$ cat config.mk
export PLATFORM = sky130hd
export DESIGN_NAME = mem2_stage_flat
export DESIGN_NICKNAME = d
export VERILOG_FILES = /design/src/rtl/mem2_stage_if.sv /design/src/rtl/mem2_stage.sv /design/src/flat_wrapper.sv
export SDC_FILE = /design/constraint.sdc
export NUM_CORES = 1
export LEC_CHECK = 0
export BUFFER_PORTS_ARGS = -buffer_cell sky130_fd_sc_hd__clkbuf_2
export CELL_PAD_IN_SITES_DETAIL_PLACEMENT = 1
export CELL_PAD_IN_SITES_GLOBAL_PLACEMENT = 2
export CORE_MARGIN = 1
export CORE_UTILIZATION = 29
export DETAILED_ROUTE_END_ITERATION = 16
export PLACE_DENSITY_LB_ADDON = 0.25
export SYNTH_ARGS = -nofsm -noshare
export SYNTH_HDL_FRONTEND = slang
export SYNTH_SLANG_ARGS = --single-unit
$ cat constraint.sdc
create_clock -name clk -period 5.2 [get_ports clk]
set_input_delay 1.04 -clock clk [delete_from_list [all_inputs] [get_ports clk]]
set_output_delay 1.04 -clock clk [all_outputs]
set_load 0.01 [all_outputs]
$ cat src/rtl/mem2_stage_if.sv
// mem2_stage_if: bundle, data-response and writeback signals of mem2_stage.
interface mem2_stage_if #(parameter int LANES = 2, parameter int DW = 64);
  logic               flush;
  logic               in_valid;
  logic               in_ready;
  logic [LANES-1:0]   in_lane_valid;
  logic [LANES*32-1:0] in_pc;
  logic [LANES*5-1:0] in_dst;
  logic [LANES*DW-1:0] in_alu_out;
  logic [LANES*2-1:0] in_memrw;
  logic [LANES*2-1:0] in_msize;
  logic [LANES-1:0]   in_memsext;
  logic               dresp_data_ok;
  logic [DW-1:0]      dresp_data;
  logic               out_valid;
  logic               out_ready;
  logic [LANES-1:0]   out_lane_valid;
  logic [LANES*32-1:0] out_pc;
  logic [LANES*5-1:0] out_dst;
  logic [LANES*DW-1:0] out_result;
  logic [LANES-1:0]   out_exc;
  logic [LANES*5-1:0] out_exc_code;
  modport master (
    output flush, in_valid, in_lane_valid, in_pc, in_dst, in_alu_out, in_memrw, in_msize,
           in_memsext, dresp_data_ok, dresp_data, out_ready,
    input  in_ready, out_valid, out_lane_valid, out_pc, out_dst, out_result, out_exc, out_exc_code
  );
  modport slave (
    input  flush, in_valid, in_lane_valid, in_pc, in_dst, in_alu_out, in_memrw, in_msize,
           in_memsext, dresp_data_ok, dresp_data, out_ready,
    output in_ready, out_valid, out_lane_valid, out_pc, out_dst, out_result, out_exc, out_exc_code
  );
endinterface

$ cat src/rtl/mem2_stage.sv
// mem2_stage: registered memory stage 2 with load extraction and flush-safe response tracking.
// Define MEM2_MISALIGN_EXC_EN to enable misalignment exceptions (AdEL/AdES).
module mem2_stage #(parameter int LANES = 2, parameter int DW = 64) (
  input logic clk,
  input logic reset,
  mem2_stage_if.slave bus
);
  localparam int IW = LANES > 1 ? $clog2(LANES) : 1;
  localparam int OW = $clog2(DW / 8);
  typedef enum logic [1:0] {IDLE, WAIT, FULL, DRAIN} state_t;
  state_t state, nxt;
  logic found, mis, load, go_wait, accept;
  logic [IW-1:0] idx, idx_q;
  logic [2:0] alo;
  logic [1:0] msize, msize_q;
  logic load_q, sext_q;
  logic [OW-1:0] off_q;
  logic [LANES-1:0] exc_d;
  logic [LANES*5-1:0] code_d;
  logic [DW-1:0] sh, mask, ext;
  // lowest-index valid lane with a memory op owns the single bus request
  always_comb begin
    found = 1'b0;
    idx = '0;
    for (int i = LANES - 1; i >= 0; i--)
      if (bus.in_lane_valid[i] && bus.in_memrw[2*i +: 2] != 2'b00) begin
        found = 1'b1;
        idx = IW'(i);
      end
  end
  assign alo = bus.in_alu_out[idx*DW +: 3];
  assign msize = bus.in_msize[idx*2 +: 2];
  assign load = bus.in_memrw[idx*2 +: 2] == 2'b01;
`ifdef MEM2_MISALIGN_EXC_EN
  assign mis = found && ((msize == 2'd1 && alo[0]) || (msize == 2'd2 && alo[1:0] != 2'b00) ||
                         (msize == 2'd3 && alo != 3'b000));
`else
  assign mis = 1'b0;
`endif
  assign go_wait = found && !mis;
  assign bus.in_ready = !bus.flush && (state == IDLE || (state == FULL && bus.out_ready));
  assign accept = bus.in_valid && bus.in_ready;
  assign bus.out_valid = state == FULL;
  always_comb begin
    exc_d = '0;
    code_d = '0;
    for (int i = 0; i < LANES; i++) begin
      exc_d[i] = mis && idx == IW'(i);
      code_d[5*i +: 5] = exc_d[i] ? (load ? 5'd4 : 5'd5) : 5'd0;
    end
  end
  // mask covers the access size; a shift past DW leaves all bits kept
  always_comb begin
    sh = bus.dresp_data >> {off_q, 3'b000};
    mask = ~({DW{1'b1}} << (7'd8 << msize_q));
    ext = (sext_q && |(sh & (mask ^ (mask >> 1)))) ? (sh | ~mask) : (sh & mask);
  end
  always_comb begin
    nxt = state;
    case (state)
      IDLE:  nxt = accept ? (go_wait ? WAIT : FULL) : IDLE;
      WAIT:  nxt = bus.flush ? (bus.dresp_data_ok ? IDLE : DRAIN) : (bus.dresp_data_ok ? FULL : WAIT);
      FULL:  nxt = bus.flush ? IDLE : !bus.out_ready ? FULL : accept ? (go_wait ? WAIT : FULL) : IDLE;
      DRAIN: nxt = bus.dresp_data_ok ? IDLE : DRAIN;
      default: nxt = IDLE;
    endcase
  end
  always_ff @(posedge clk) begin
    if (reset) begin
      state <= IDLE;
      bus.out_lane_valid <= '0;
      bus.out_pc <= '0;
      bus.out_dst <= '0;
      bus.out_result <= '0;
      bus.out_exc <= '0;
      bus.out_exc_code <= '0;
      idx_q <= '0;
      load_q <= 1'b0;
      sext_q <= 1'b0;
      msize_q <= 2'd0;
      off_q <= '0;
    end else begin
      state <= nxt;
      if (accept) begin
        bus.out_lane_valid <= bus.in_lane_valid;
        bus.out_pc <= bus.in_pc;
        bus.out_dst <= bus.in_dst;
        bus.out_result <= bus.in_alu_out;
        bus.out_exc <= exc_d;
        bus.out_exc_code <= code_d;
        idx_q <= idx;
        load_q <= found && load;
        sext_q <= bus.in_memsext[idx];
        msize_q <= msize;
        off_q <= alo[OW-1:0];
      end
      if (state == WAIT && bus.dresp_data_ok && !bus.flush && load_q)
        bus.out_result[idx_q*DW +: DW] <= ext;
    end
  end
endmodule

$ cat src/flat_wrapper.sv
// flat-port wrapper written by rule: the top's interface ports become plain ports
module mem2_stage_flat 
#(parameter int LANES = 2, parameter int DW = 64)
  (clk, reset, bus_flush, bus_in_valid, bus_in_lane_valid, bus_in_pc, bus_in_dst, bus_in_alu_out, bus_in_memrw, bus_in_msize, bus_in_memsext, bus_dresp_data_ok, bus_dresp_data, bus_out_ready, bus_in_ready, bus_out_valid, bus_out_lane_valid, bus_out_pc, bus_out_dst, bus_out_result, bus_out_exc, bus_out_exc_code);
  mem2_stage_if #(.LANES(LANES), .DW(DW)) bus_i ();
  input logic clk;
  input logic reset;
  input wire logic [$bits(bus_i.flush)-1:0] bus_flush;
  input wire logic [$bits(bus_i.in_valid)-1:0] bus_in_valid;
  input wire logic [$bits(bus_i.in_lane_valid)-1:0] bus_in_lane_valid;
  input wire logic [$bits(bus_i.in_pc)-1:0] bus_in_pc;
  input wire logic [$bits(bus_i.in_dst)-1:0] bus_in_dst;
  input wire logic [$bits(bus_i.in_alu_out)-1:0] bus_in_alu_out;
  input wire logic [$bits(bus_i.in_memrw)-1:0] bus_in_memrw;
  input wire logic [$bits(bus_i.in_msize)-1:0] bus_in_msize;
  input wire logic [$bits(bus_i.in_memsext)-1:0] bus_in_memsext;
  input wire logic [$bits(bus_i.dresp_data_ok)-1:0] bus_dresp_data_ok;
  input wire logic [$bits(bus_i.dresp_data)-1:0] bus_dresp_data;
  input wire logic [$bits(bus_i.out_ready)-1:0] bus_out_ready;
  output wire logic [$bits(bus_i.in_ready)-1:0] bus_in_ready;
  output wire logic [$bits(bus_i.out_valid)-1:0] bus_out_valid;
  output wire logic [$bits(bus_i.out_lane_valid)-1:0] bus_out_lane_valid;
  output wire logic [$bits(bus_i.out_pc)-1:0] bus_out_pc;
  output wire logic [$bits(bus_i.out_dst)-1:0] bus_out_dst;
  output wire logic [$bits(bus_i.out_result)-1:0] bus_out_result;
  output wire logic [$bits(bus_i.out_exc)-1:0] bus_out_exc;
  output wire logic [$bits(bus_i.out_exc_code)-1:0] bus_out_exc_code;
  assign bus_i.flush = bus_flush;
  assign bus_i.in_valid = bus_in_valid;
  assign bus_i.in_lane_valid = bus_in_lane_valid;
  assign bus_i.in_pc = bus_in_pc;
  assign bus_i.in_dst = bus_in_dst;
  assign bus_i.in_alu_out = bus_in_alu_out;
  assign bus_i.in_memrw = bus_in_memrw;
  assign bus_i.in_msize = bus_in_msize;
  assign bus_i.in_memsext = bus_in_memsext;
  assign bus_i.dresp_data_ok = bus_dresp_data_ok;
  assign bus_i.dresp_data = bus_dresp_data;
  assign bus_i.out_ready = bus_out_ready;
  assign bus_in_ready = bus_i.in_ready;
  assign bus_out_valid = bus_i.out_valid;
  assign bus_out_lane_valid = bus_i.out_lane_valid;
  assign bus_out_pc = bus_i.out_pc;
  assign bus_out_dst = bus_i.out_dst;
  assign bus_out_result = bus_i.out_result;
  assign bus_out_exc = bus_i.out_exc;
  assign bus_out_exc_code = bus_i.out_exc_code;
  mem2_stage #(.LANES(LANES), .DW(DW)) u_core (.clk(clk), .reset(reset), .bus(bus_i));
endmodule
; ---- Word-level counts from Yosys, hierarchy flattened
; Index checks and enable logic that the tools add are counted.
[word_totals]
reg_bits = 214
input_bits = 284
out_inout_bits = 218
word_cells = 64
[classes]
n_addsub = 1
n_lt_le_gt_ge = 1
n_eq_ne = 4
shifts = 8
mux = 18
n_bitwise = 6
n_reduce_logical = 16
[ops]
columns = operator, n
row1 = $mux W128, 3
row2 = $and A64 B64 Y64, 2
row3 = $bwmux W128, 1
row4 = $not A64 Y64, 2
row5 = $shift A64 B34 Y128 const A, 1
row6 = $shiftx A128 B8 Y3, 1
row7 = $shiftx A64 B34 Y128, 1
row8 = $mux W64, 1
row9 = $or A64 B64 Y64, 1
row10 = $reduce_or A64 Y1, 1
row11 = $shl A64 B7 Y64 const A, 1
row12 = $shr A64 B6 Y64, 1
row13 = $xor A64 B63 Y64, 1
row14 = $neg A7 Y34, 1
row15 = $mux W2, 7
row16 = $logic_and A1 B1 Y1, 10
row17 = $pmux W2 S4, 1
row18 = $shiftx A4 B3 Y2, 2
row19 = $shl A4 B2 Y7 const A, 1
row20 = $mux W1, 5
row21 = $eq A2 B1 Y1 const B, 2
row22 = $eq A2 B2 Y1 const B, 2
row23 = $reduce_bool A2 Y1, 2
row24 = $logic_not A2 Y1, 1
row25 = 3 further kinds, 3

; ---- Logic depth before layout (Yosys ltp)
; Gate-level depths: netlist of the first run.
[depth]
word_depth = 11
depth_mapped = 9
ltp_nobuf = 6

; ---- Worst setup path before layout of the first run
; OpenSTA, ideal clock, no wires.
[synth_path]
kind = input -> register
start = input port bus_dresp_data_ok
end = register u_core.bus.out_result[53]
arrival_time_ns = 2.500
setup_slack_ns = 2.613
stages = 6
path_buffers = 2
path_cell_list = inv_1 nor4b_1 nand3b_1 clkbuf_1 clkbuf_1 a221oi_2
[synth_between]
elab_chain_cells = 4
[synth_lines]
columns = element, line_no
row1 = "start, declared", flat_wrapper.sv:17  ; input wire logic [$bits(bus_i.dresp_data_ok)-1:0] bus_dresp_data_ok;
row2 = $logic_and A1 B1 Y1 (3 in series), mem2_stage.sv:97  ; if (state == WAIT && bus.dresp_data_ok && !bus.flush && load_q)
row3 = $mux W128, mem2_stage.sv:97
row4 = "end signal, assigned", mem2_stage.sv:88  ; bus.out_result <= bus.in_alu_out;
row5 = "end signal, assigned by index", mem2_stage.sv:98  ; bus.out_result[idx_q*DW +: DW] <= ext;
row6 = "end, declared", mem2_stage_if.sv:31  ; output in_ready, out_valid, out_lane_valid, out_pc, out_dst, out_result, out_exc, out_exc_code
; Every way passes these cells.
; A chain may end at the register's enable or synchronous reset.

; ---- Worst setup path after layout of the first run
[layout_path]
start = register u_core.off_q[2]
end = register u_core.bus.out_result[32]
[layout_between]
elab_chain_cells = 8
[layout_lines]
columns = element, line_no
row1 = "start, declared", mem2_stage.sv:17  ; logic [OW-1:0] off_q;
row2 = "start signal, assigned", mem2_stage.sv:95  ; off_q <= alo[OW-1:0];
row3 = $shr A64 B6 Y64 *, mem2_stage.sv:54  ; sh = bus.dresp_data >> {off_q, 3'b000};
row4 = $and A64 B64 Y64, mem2_stage.sv:56  ; ext = (sext_q && |(sh & (mask ^ (mask >> 1)))) ? (sh | ~mask) : (sh & mask);
row5 = $reduce_or A64 Y1, mem2_stage.sv:56
row6 = $logic_and A1 B1 Y1, mem2_stage.sv:56
row7 = $mux W64 *, mem2_stage.sv:56
row8 = $shiftx A64 B34 Y128 *, mem2_stage.sv:98
row9 = $bwmux W128 *, mem2_stage.sv:98
row10 = $mux W128 *, mem2_stage.sv:97
; Every way passes the cells marked *; elsewhere a longest branch is shown, timed or not.

==> metrics.md, run 1 <==
| Metric | Value |
|---|---|
| Status | `finished clean` |
| CTS Root Cell | `clkbuf_16` |
| Synth Cell Area | `11,100 µm²` |
| Arr. time, crit path | `3.41 ns` |
| Final Routed Wirelength | `48,570 µm` |
| CP Data Required Time | `5.55 ns` |
| Dominant cell type by area after synthesis | `dfxtp_1` |
| Syn_area_per_cell | `9.298 µm²` |
| Crit path capture type | `flip-flop` |
| Worst setup path startpoint | `u_core.off_q[2]$_SDFFE_PP0N_` |
| #FFs+latches synth | `214` |
| Die Ht | `197.7 µm` |
| Final hold vios | `0` |
| I/O pins | `502` |
| Clock Skews | `0.01402 ns` |
| Ys flop type | `dfxtp_1` |
| Drt drc | `0` |
| Leakage Power | `6.468 nW` |
| Fraction of registers with async set/reset | `0%` |
| Vias per cell | `5.093` |
| First-pass DRT Iterations | `5` |
| CTS clk-pin slew, worst paths | `0.06 ns` |
| Die area | `39,070 µm²` |
| Dpl hpwl | `37,060 µm` |
| Max VDD drop | `178.7 µV` |
| GPL Wtd Cong | `0.8076` |
| Yosys top cell area share | `38.59%` |
| Vias in the first global route | `11,029` |
| Maxcap violations | `0` |
| Pwr Density | `295.2 nW/µm²` |
| Post-CTS Setup Bufs | `0` |
| Unrepaired setup endpoints after global routing | `false` |
| # setup viols final | `0` |
| Worst Hold Class | `flip-flop to flip-flop` |
| Largest net degree at the start of global routing | `92` |
| Detailed-route via count | `10,924` |
| Number of synthesized flops with an enable pin | `0` |
| Fmax | `0.3267 GHz` |
| Num CTS Buffers | `25` |
| CP cell instances | `nand2b_1 -> o22ai_2 -> nor4_4 -> buf_4 -> nor4_4 -> buf_4 -> a221oi_1` |
| Distinct cells, synth | `48` |
| Total global routing overflow | `0` |
| Area Growth Syn to Fin | `31.48%` |
| Synth warnings | `0` |
| Initial antenna violation count | `11` |
| Layout cell share with drive strength beyond 1 | `41.79%` |
| Actual slew at the worst max-slew pin | `1.054 ns` |
| Post-CTS Resized | `0` |
| Worst setup margin | `2.139 ns` |
| Clock Latency Late Sink | `0.52 ns` |
| Initial core utilization | `29.47%` |
| Crit-path slowest cell | `dfxtp_1` |
| DR iter-0 viols | `497` |
| Min Tclk post-route | `3.061 ns` |
| Tot GR Track Use | `23.90%` |
| Input/output buffers | `489` |
| Clock Sinks | `214` |
| First-pass GRT wire length | `70,270 µm` |
| Tcrit/Tclk final | `58.87%` |
| Critical path launch point type | `flip-flop` |
| Reg2reg start | `u_core.off_q[2]$_SDFFE_PP0N_` |
| Seq/Total Area, Yosys | `38.59%` |
| Setup CP Type | `flip-flop to flip-flop` |
| Worst-path fanout max | `33` |
| Worst slew margin | `29.74%` |
| WL/cell | `22.64 µm` |
| Synth area leaders | `dfxtp_1, mux2i_1, nand2_1` |
| Gate Count Post-Synth | `1,194` |
| # rows | `71` |
| Final ANT Viol Nets | `0` |
| Final TNS setup | `0 ns` |
| # hold bufs at CTS | `0` |
| Min-delay src | `u_core.bus.out_pc[5]$_SDFFE_PP0N_` |
| TritonCTS clock tree | `built` |
| Final Max Slew Viols | `0` |
| Placement Setup Slack | `1.806 ns` |
| Slowest cell delay on critical path | `0.83 ns` |
| Clock tree buffer depth | `3` |
| Number of nets in the layout | `1,897` |
| H-Tree Depth | `1` |
| Core Box Area | `37,670 µm²` |
| Chip width | `197.7 µm` |
[flip-flops by register name (all words and copies together) (netlist names)]
name / flops
u_core.off_q: 3
u_core.state: 2
u_core.bus.out_lane_valid: 2
u_core.bus.out_result: 128
u_core.load_q: 1
u_core.bus.out_dst: 10
u_core.msize_q: 2
u_core.idx_q: 1
u_core.bus.out_pc: 64
u_core.sext_q: 1
[final timing paths]
check | endpoint | slack [ns] | cells after the start
setup / recovery | u_core.bus.out_result[32]$_SDFF_PP0_ | 2.14 | 7
hold reg to reg | u_core.bus.out_pc[5]$_SDFFE_PP0N_ | 0.45 | 2
hold / removal | u_core.bus.out_pc[5]$_SDFFE_PP0N_ | 0.45 | 2
setup reg to reg | u_core.bus.out_result[32]$_SDFF_PP0_ | 2.14 | 7
[report_power, final]
| group | internal, W | leakage [nW] | total [W] | switching, W |
|---|---|---|---|---|
| sequential | 0.00173 | 1.75 | 0.00179 | 0.0000596 |
| combinational | 0.000352 | 4.34 | 0.000814 | 0.000462 |
| clock | 0.000989 | 0.381 | 0.00171 | 0.000717 |
[final cells by class]
class | count | area [µm²]
timing repair buffer | 511 | 2659
antenna | 7 | 17.52
sequential | 214 | 4287
clock buffer | 37 | 710.7
clock inverter | 6 | 58.81
inverter | 6 | 22.52
fill | 4586 | 23070
multi-input combinational | 853 | 6202
tap | 511 | 639.4
[cells in the final DEF, fill, tap and decap left out, types with 3 or more instances in the layout]
| cell | count |
|---|---|
| clkbuf_2 | 488 |
| nand2_1 | 246 |
| dfxtp_1 | 212 |
| mux2i_1 | 103 |
| a21oi_1 | 81 |
| nor2_1 | 55 |
| a221oi_2 | 50 |
| mux2_2 | 47 |
| a211oi_1 | 39 |
| a311oi_1 | 31 |
| nor4_1 | 30 |
| clkbuf_16 | 25 |
| mux4_2 | 21 |
| nor3_1 | 19 |
| buf_4 | 19 |
| a221oi_1 | 14 |
| a22o_1 | 14 |
| nor2b_1 | 12 |
| conb_1 | 12 |
| nand2b_1 | 11 |
| o211ai_1 | 9 |
| o22ai_1 | 8 |
| clkbuf_1 | 8 |
| diode_2 | 7 |
| o221ai_1 | 7 |
| or3_1 | 7 |
| inv_1 | 5 |
| clkbuf_8 | 5 |
| nor4_4 | 4 |
| clkinv_2 | 4 |
| and2_1 | 3 |
| o21ai_0 | 3 |
| a22oi_1 | 3 |
| buf_12 | 3 |
[kinds of logic (layout without fill, tap and decap cells)]
logic type | after synthesis | in the layout | share of synthesized area [%]
and+or+nand+nor | 399 | 399 | 16.11
muxes | 172 | 172 | 18.45
adders and majority gates | 2 | 2 | 0.2254
buffers and inverters | 138 | 560 | 6.187
DFF | 214 | 214 | 38.59
other | 1 | 19 | 0.03378
AOI/OAI and AO/OA | 268 | 268 | 20.41
[layer usage]
layer | global-route usage (%) | vias up | part of all wire [%]
li1 | - | 5219 | -
met1 | 28.05 | 5243 | 40
met2 | 40.79 | 395 | 48
met3 | 8.161 | 61 | 9.3
met4 | 7.264 | 6 | 2.4
met5 | 0 | - | 0.093
[critical path, delay by kind of cell (launching register included)]
| kind | cells | cell delay (ns) |
|---|---|---|
| AO/OA/AOI/OAI | 2 | 0.54 |
| buffers and inverters | 2 | 0.77 |
| flip-flops | 1 | 0.83 |
| AND/OR/NAND/NOR | 3 | 0.69 |
[per-stage QoR]
step	power [W]	hold slack [ns]	cell area, µm²	cells	utilization (%)
2_1_floorplan	0.002291	0.4444	11140	1205	-
3_3_place_gp	0.002632	0.4416	13810	2095	36.66
3_5_place_dp	0.002643	0.4459	13810	2095	36.66
4_1_cts	0.004377	0.4538	14580	2138	38.71
5_1_grt	0.004500	0.4664	14590	2143	38.74
6_report	0.004308	0.4504	14600	2145	38.75
[cell usage after synthesis, types with 12 or more instances]
library cell	count
nand2_1	246
dfxtp_1	214
mux2i_1	103
a21oi_1	81
clkbuf_1	79
nor2_1	55
a221oi_2	50
mux2_2	47
a211oi_1	39
a311oi_1	31
nor4_1	30
buf_4	23
mux4_2	21
nor3_1	19
a221oi_1	14
a22o_1	14
buf_2	12
nor2b_1	12
(Power assumes the default switching activity.)
==> run 2: changes to the inputs <==
Settings changed: CORE_UTILIZATION 29 to 24.
Clock period 5.2 ns to 2.8 ns, I/O delays scaled along.
==> metrics.md, run 2 (synthesized netlist as in run 1, its figures left out) <==
| Metric | Value |
|---|---|
| Worst setup path startpoint | `u_core.off_q[2]$_SDFFE_PP0N_` |
| Final ANT Viol Nets | `0 (unchanged)` |
| Overall power | `0.008292 W (+92%)` |
| Num CTS Buffers | `27 (+8.0%)` |
| Die area | `47,120 µm² (+21%)` |
| CTS Root Cell | `clkbuf_16` |
| Register bank with the most flops | `u_core.bus.out_result` |
| GRT met2 Usage | `35.35% (-5.4 points)` |
| Number of nets in the layout | `1,922 (+1.3%)` |
| H-Tree Depth | `1 (unchanged)` |
| GPL Wtd Cong | `0.8170 (+1.2%)` |
| Dpl hpwl | `39,640 µm (+7.0%)` |
| Final Routed Wirelength | `51,040 µm (+5.1%)` |
| Worst Hold Class | `primary input to flip-flop` |
| WL/cell | `22.64 µm (about the same)` |
| First-pass DRT Iterations | `4 (-1)` |
| Core Box Area | `45,480 µm² (+21%)` |
| Initial core utilization | `24.41% (-5.1 points)` |
| Chip width | `217.1 µm (+9.8%)` |
| Tcrit/Tclk final | `91.90% (+33 points)` |
| Worst slew margin | `42.59% (+13 points)` |
| # rows | `78 (+9.9%)` |
| First-pass GRT wire length | `74,350 µm (+5.8%)` |
| CP Data Required Time | `3.23 ns (-2.32 ns)` |
| Clock Latency Late Sink | `0.54 ns (+0.02 ns)` |
| Post-CTS Resized | `0 (unchanged)` |
| Gr busiest metal | `met2` |
| Min-delay src | `bus_in_pc[30]` |
| Commonest non-fill, non-tap cell in the layout | `clkbuf_2` |
| Input/output buffers | `489 (unchanged)` |
| M3 GR Usage | `6.499% (-1.7 points)` |
| Initial antenna violation count | `9 (-2)` |
| Worst-path fanout max | `10 (-70%)` |
| Vias in the first global route | `11,417 (+3.5%)` |
| Largest register FFs | `128 (unchanged)` |
| Crit-path slowest cell | `nor3_2` |
| Maxcap violations | `0 (unchanged)` |
| Crit-path leading delay family | `simple AND/OR/NAND/NOR gates` |
| Clock tree buffer depth | `3 (unchanged)` |
| Status | `finished clean` |
| Final TNS setup | `0 ns (unchanged)` |
| # hold bufs at CTS | `0 (unchanged)` |
| # setup viols final | `0 (unchanged)` |
| Fmax | `0.3886 GHz (+19%)` |
| Reg2Reg Setup Slack | `0.23 ns (-1.91 ns)` |
| Critical path launch point type | `flip-flop` |
| Largest net degree at the start of global routing | `87 (-5.4%)` |
| Reg2reg start | `u_core.off_q[2]$_SDFFE_PP0N_` |
| Placement Setup Slack | `0.07080 ns (-1.735 ns)` |
| Clock Sinks | `214 (unchanged)` |
| Tot GR Track Use | `20.89% (-3.0 points)` |
| Total global routing overflow | `0 (unchanged)` |
| Hold Slack | `0.2404 ns (-0.2101 ns)` |
| Die Ht | `217.1 µm (+9.8%)` |
| Drt drc | `0 (unchanged)` |
| DR iter-0 viols | `453 (-8.9%)` |
| Final hold vios | `0 (unchanged)` |
| Crit path capture type | `flip-flop` |
| Actual slew at the worst max-slew pin | `0.8564 ns (-0.1975 ns)` |
| CTS clk-pin slew, worst paths | `0.06 ns (about the same)` |
| TritonCTS clock tree | `built` |
| Detailed-route via count | `11,051 (+1.2%)` |
| Area Growth Syn to Fin | `36.01%` |
| Slowest cell delay on critical path | `0.73 ns (-0.10 ns)` |
| Min Tclk post-route | `2.573 ns (-0.4879 ns)` |
| Layout cell share with drive strength beyond 1 | `42.71% (+0.92 points)` |
| Pwr Density | `549.1 nW/µm² (+86%)` |
| Worst Path Buf+Inv | `1 (-1)` |
| Critical path's most frequent cell | `nand2_1` |
| Final Max Slew Viols | `0 (unchanged)` |
| I/O pins | `502 (unchanged)` |
| Post-CTS Setup Bufs | `0 (unchanged)` |
| Setup CP Type | `flip-flop to flip-flop` |
| Commonest cells after routing, fill and taps aside | `clkbuf_2, nand2_1, dfxtp_1` |
| CP cell instances | `buf_4 -> nor2b_1 -> nand2_1 -> nor3_2 -> nand2_1 -> a221oi_1` |
| Met1 usage | `25.35% (-2.7 points)` |
| Unrepaired setup endpoints after global routing | `false` |
| Largest regs | `u_core.bus.out_result: 128 flops, u_core.bus.out_pc: 64 flops, u_core.bus.out_dst: 10 flops` |
| Clock Skews | `0.01188 ns (-0.002141 ns)` |
| Worst setup margin | `0.2267 ns (-1.912 ns)` |
| Leakage Power | `6.663 nW (+3.0%)` |
| Arr. time, crit path | `3.00 ns (-0.41 ns)` |
| Vias per cell | `4.903 (-3.7%)` |
| Max VDD drop | `372.7 µV (+110%)` |
-- run 2: cell count changes in the layout (fill, tap and decap cells not counted), sizes merged --
cell / change
buf: +23
diode: -6
clkbuf: +4
clkinv: -1
clkinvlp: +1
inv: -1
-- run 2: area by class of cell --
type | instances | area (µm²)
diodes | 1 | 2.502
clock buffers | 41 | 788.3
multi-input cells | 853 | 6202
well taps | 600 | 750.7
flip-flops and latches | 214 | 4287
clock inverters | 5 | 52.55
inverters | 6 | 22.52
fillers | 5450 | 30380
repair buffers | 534 | 2994
-- run 2: where the power goes --
part / internal, W / switching (W)
Combinational: 0.000707 / 0.000887
Sequential: 0.00321 / 0.000111
Clock: 0.00201 / 0.00137
-- run 2: worst reg2reg max path: cells and delay by family, from the launching register on --
family | cells | cell delay [ns]
AO/OA/AOI/OAI | 1 | 0.35
buffers and inverters | 1 | 0.21
flip-flops | 1 | 0.41
AND/OR/NAND/NOR | 4 | 1.51
-- run 2: through the flow --
stage,std cells,util [%],area [µm²]
floorplan,1205,-,11140
global placement,2207,31.35,14260
detailed placement,2207,31.35,14260
CTS,2253,33.20,15100
global route,2254,33.20,15100
finish,2254,33.20,15100
-- run 2: routing by layer --
layer | share of wire [%] | vias up
met3 | 8.2 | 75
met2 | 47 | 376
met1 | 42 | 5313
li1 | - | 5271
met5 | 0.22 | -
met4 | 2.6 | 16
-- run 2: final timing paths --
check,end,cells after the start
setup / recovery,u_core.bus.out_result[127]$_SDFF_PP0_,6
hold / removal,u_core.bus.out_pc[30]$_SDFFE_PP0N_,3
setup reg to reg,u_core.bus.out_result[127]$_SDFF_PP0_,6
hold reg to reg,u_core.bus.out_pc[40]$_SDFFE_PP0N_,2
==> run 3: changes to the inputs <==
Settings changed: CAP_MARGIN set to 20, CORE_UTILIZATION 24 to 29, CTS_BUF_LIST set to sky130_fd_sc_hd__clkbuf_8 sky130_fd_sc_hd__clkbuf_16.
Clock period 2.8 ns to 3.1 ns, I/O delays scaled along.
==> metrics.md, run 3 (synthesized netlist as in run 1, its figures left out) <==
| Metric | Value |
|---|---|
| Worst slew margin | `47.99% (+5.4 points)` |
| Post-Layout Inst Area | `14,950 µm² (-0.96%)` |
| DP Area | `14,010 µm² (-1.7%)` |
| Chip width | `197.7 µm (-8.9%)` |
| Clock Skews | `0.01363 ns (+0.001746 ns)` |
| Layout cell share with drive strength beyond 1 | `42.74% (about the same)` |
| Filler instances | `4,542 (-17%)` |
| Worst-path fanout max | `35 (+25)` |
| Crit-path slowest cell | `dfxtp_1` |
| Maxcap violations | `0 (unchanged)` |
| Drt drc | `0 (unchanged)` |
| CP cell instances | `or2_1 -> o22ai_2 -> nor4_4 -> buf_4 -> nor3_1 -> a311oi_1` |
| Initial core utilization | `29.47% (+5.1 points)` |
| WL/cell | `22.78 µm (+0.62%)` |
| Clock Latency Late Sink | `0.56 ns (+0.02 ns)` |
| Worst Hold Class | `primary input to flip-flop` |
| Actual slew at the worst max-slew pin | `0.7754 ns (-0.08104 ns)` |
| First-pass DRT Iterations | `4 (unchanged)` |
| Clock Sinks | `214 (unchanged)` |
| Commonest cells after routing, fill and taps aside | `clkbuf_2, nand2_1, dfxtp_1` |
| I/O pins | `502 (unchanged)` |
| Worst Path Buf+Inv | `1 (unchanged)` |
| Core Box Area | `37,670 µm² (-17%)` |
| Leakage Power | `6.664 nW (about the same)` |
| TritonCTS clock tree | `built` |
| Largest regs | `u_core.bus.out_result: 128 flops, u_core.bus.out_pc: 64 flops, u_core.bus.out_dst: 10 flops` |
| Input/output buffers | `489 (unchanged)` |
| Post-CTS Setup Bufs | `0 (unchanged)` |
| Crit-path leading delay family | `simple AND/OR/NAND/NOR gates` |
| Tcrit/Tclk final | `82.33% (-9.6 points)` |
| Cell Count, Final, Fillers Out | `2,161 (-4.1%)` |
| Final ANT Viol Nets | `0 (unchanged)` |
| Hold Slack | `0.2836 ns (+0.04325 ns)` |
| Initial antenna violation count | `8 (-1)` |
| Critical path launch point type | `flip-flop` |
| Vias per cell | `5.111 (+4.2%)` |
| Register area | `4287 µm² (unchanged)` |
| # hold bufs at CTS | `0 (unchanged)` |
| Die Ht | `197.7 µm (-8.9%)` |
| Number of nets in the layout | `1,913 (-0.47%)` |
| Dpl hpwl | `38,160 µm (-3.7%)` |
| Status | `finished clean` |
| Arr. time, crit path | `3.00 ns (about the same)` |
| # rows | `71 (-9.0%)` |
| Final Max Slew Viols | `0 (unchanged)` |
| Slowest cell delay on critical path | `0.50 ns (-0.23 ns)` |
| Register bank with the most flops | `u_core.bus.out_result` |
| CTS Root Cell | `clkbuf_16` |
| # setup viols final | `0 (unchanged)` |
| Crit path capture type | `flip-flop` |
| Final Routed Wirelength | `49,240 µm (-3.5%)` |
| CTS clk-pin slew, worst paths | `0.06 ns (about the same)` |
| Tot GR Track Use | `24.32% (+3.4 points)` |
| Area of the multi-input gates | `6202 µm² (unchanged)` |
| Area Growth Syn to Fin | `34.70%` |
| Setup CP Type | `flip-flop to flip-flop` |
| Max VDD drop | `378.0 µV (+1.4%)` |
| Overall power | `0.007685 W (-7.3%)` |
| Total global routing overflow | `0 (unchanged)` |
| Post-Place Cells | `2,109 (-4.4%)` |
| GPL Wtd Cong | `0.8307 (+1.7%)` |
| Min Tclk post-route | `2.552 ns (-0.02114 ns)` |
| Largest net degree at the start of global routing | `73 (-16%)` |
| Post-CTS Resized | `0 (unchanged)` |
| DR iter-0 viols | `429 (-5.3%)` |
| Vias in the first global route | `11,121 (-2.6%)` |
| First-pass GRT wire length | `71,520 µm (-3.8%)` |
| Final TNS setup | `0 ns (unchanged)` |
| Pwr Density | `513.9 nW/µm² (-6.4%)` |
| Unrepaired setup endpoints after global routing | `false` |
| Die area | `39,070 µm² (-17%)` |
| Detailed-route via count | `11,045 (-0.054%)` |
| Largest register FFs | `128 (unchanged)` |
| Final hold vios | `0 (unchanged)` |
| Num CTS Buffers | `27 (unchanged)` |
| CP Data Required Time | `3.55 ns (+0.32 ns)` |
| Fmax | `0.3918 GHz (+0.83%)` |
| Clock tree buffer depth | `3 (unchanged)` |
| Commonest non-fill, non-tap cell in the layout | `clkbuf_2` |
| H-Tree Depth | `1 (unchanged)` |
[run 3: cell type report]
type                       count  share of cell area [%]
multi-input combinational    853                   41.47
antenna                        3                 0.05020
sequential                   214                   28.66
clock buffer                  33                   5.070
tap                          511                   4.275
clock inverter                16                   1.163
timing repair buffer         525                   19.15
inverter                       6                  0.1506
[run 3: final timing paths]
path                                 startpoint                                    to  slack [ns]  depth (start not counted)
min                               bus_in_pc[40]    u_core.bus.out_pc[40]$_SDFFE_PP0N_        0.28                          3
min reg2reg  u_core.bus.out_pc[10]$_SDFFE_PP0N_    u_core.bus.out_pc[10]$_SDFFE_PP0N_        0.45                          2
max                u_core.off_q[2]$_SDFFE_PP0N_  u_core.bus.out_result[77]$_SDFF_PP0_        0.55                          6
max reg2reg        u_core.off_q[2]$_SDFFE_PP0N_  u_core.bus.out_result[77]$_SDFF_PP0_        0.55                          6
[run 3: tightest hold or removal path, stage by stage]
cell and delay, ns:
clkbuf_2 0.08, nand2_1 0.04, a21oi_1 0.05
[run 3: power breakdown]
part           switching, W  internal [W]
combinational      0.000789      0.000609
clock               0.00131       0.00199
sequential        0.0000927       0.00290
[run 3: layer usage]
| layer | share of wire, % | GRT usage (%) | routed length (µm) | vias up |
|---|---|---|---|---|
| li1 | - | - | - | 5256 |
| met5 | 0.14 | 0 | 69 | - |
| met2 | 48 | 41.17 | 23450 | 409 |
| met3 | 9.2 | 8.247 | 4512 | 80 |
| met1 | 40 | 28.41 | 19500 | 5290 |
| met4 | 3.5 | 8.642 | 1702 | 10 |
[run 3: through the flow]
stage               setup slack [ns]  utilization (%)
detailed placement            0.4976            37.21
CTS                           0.5297            39.68
finish                        0.5479            39.70
floorplan                     0.9326                -
global placement              0.5167            37.21
global route                  0.3294            39.69
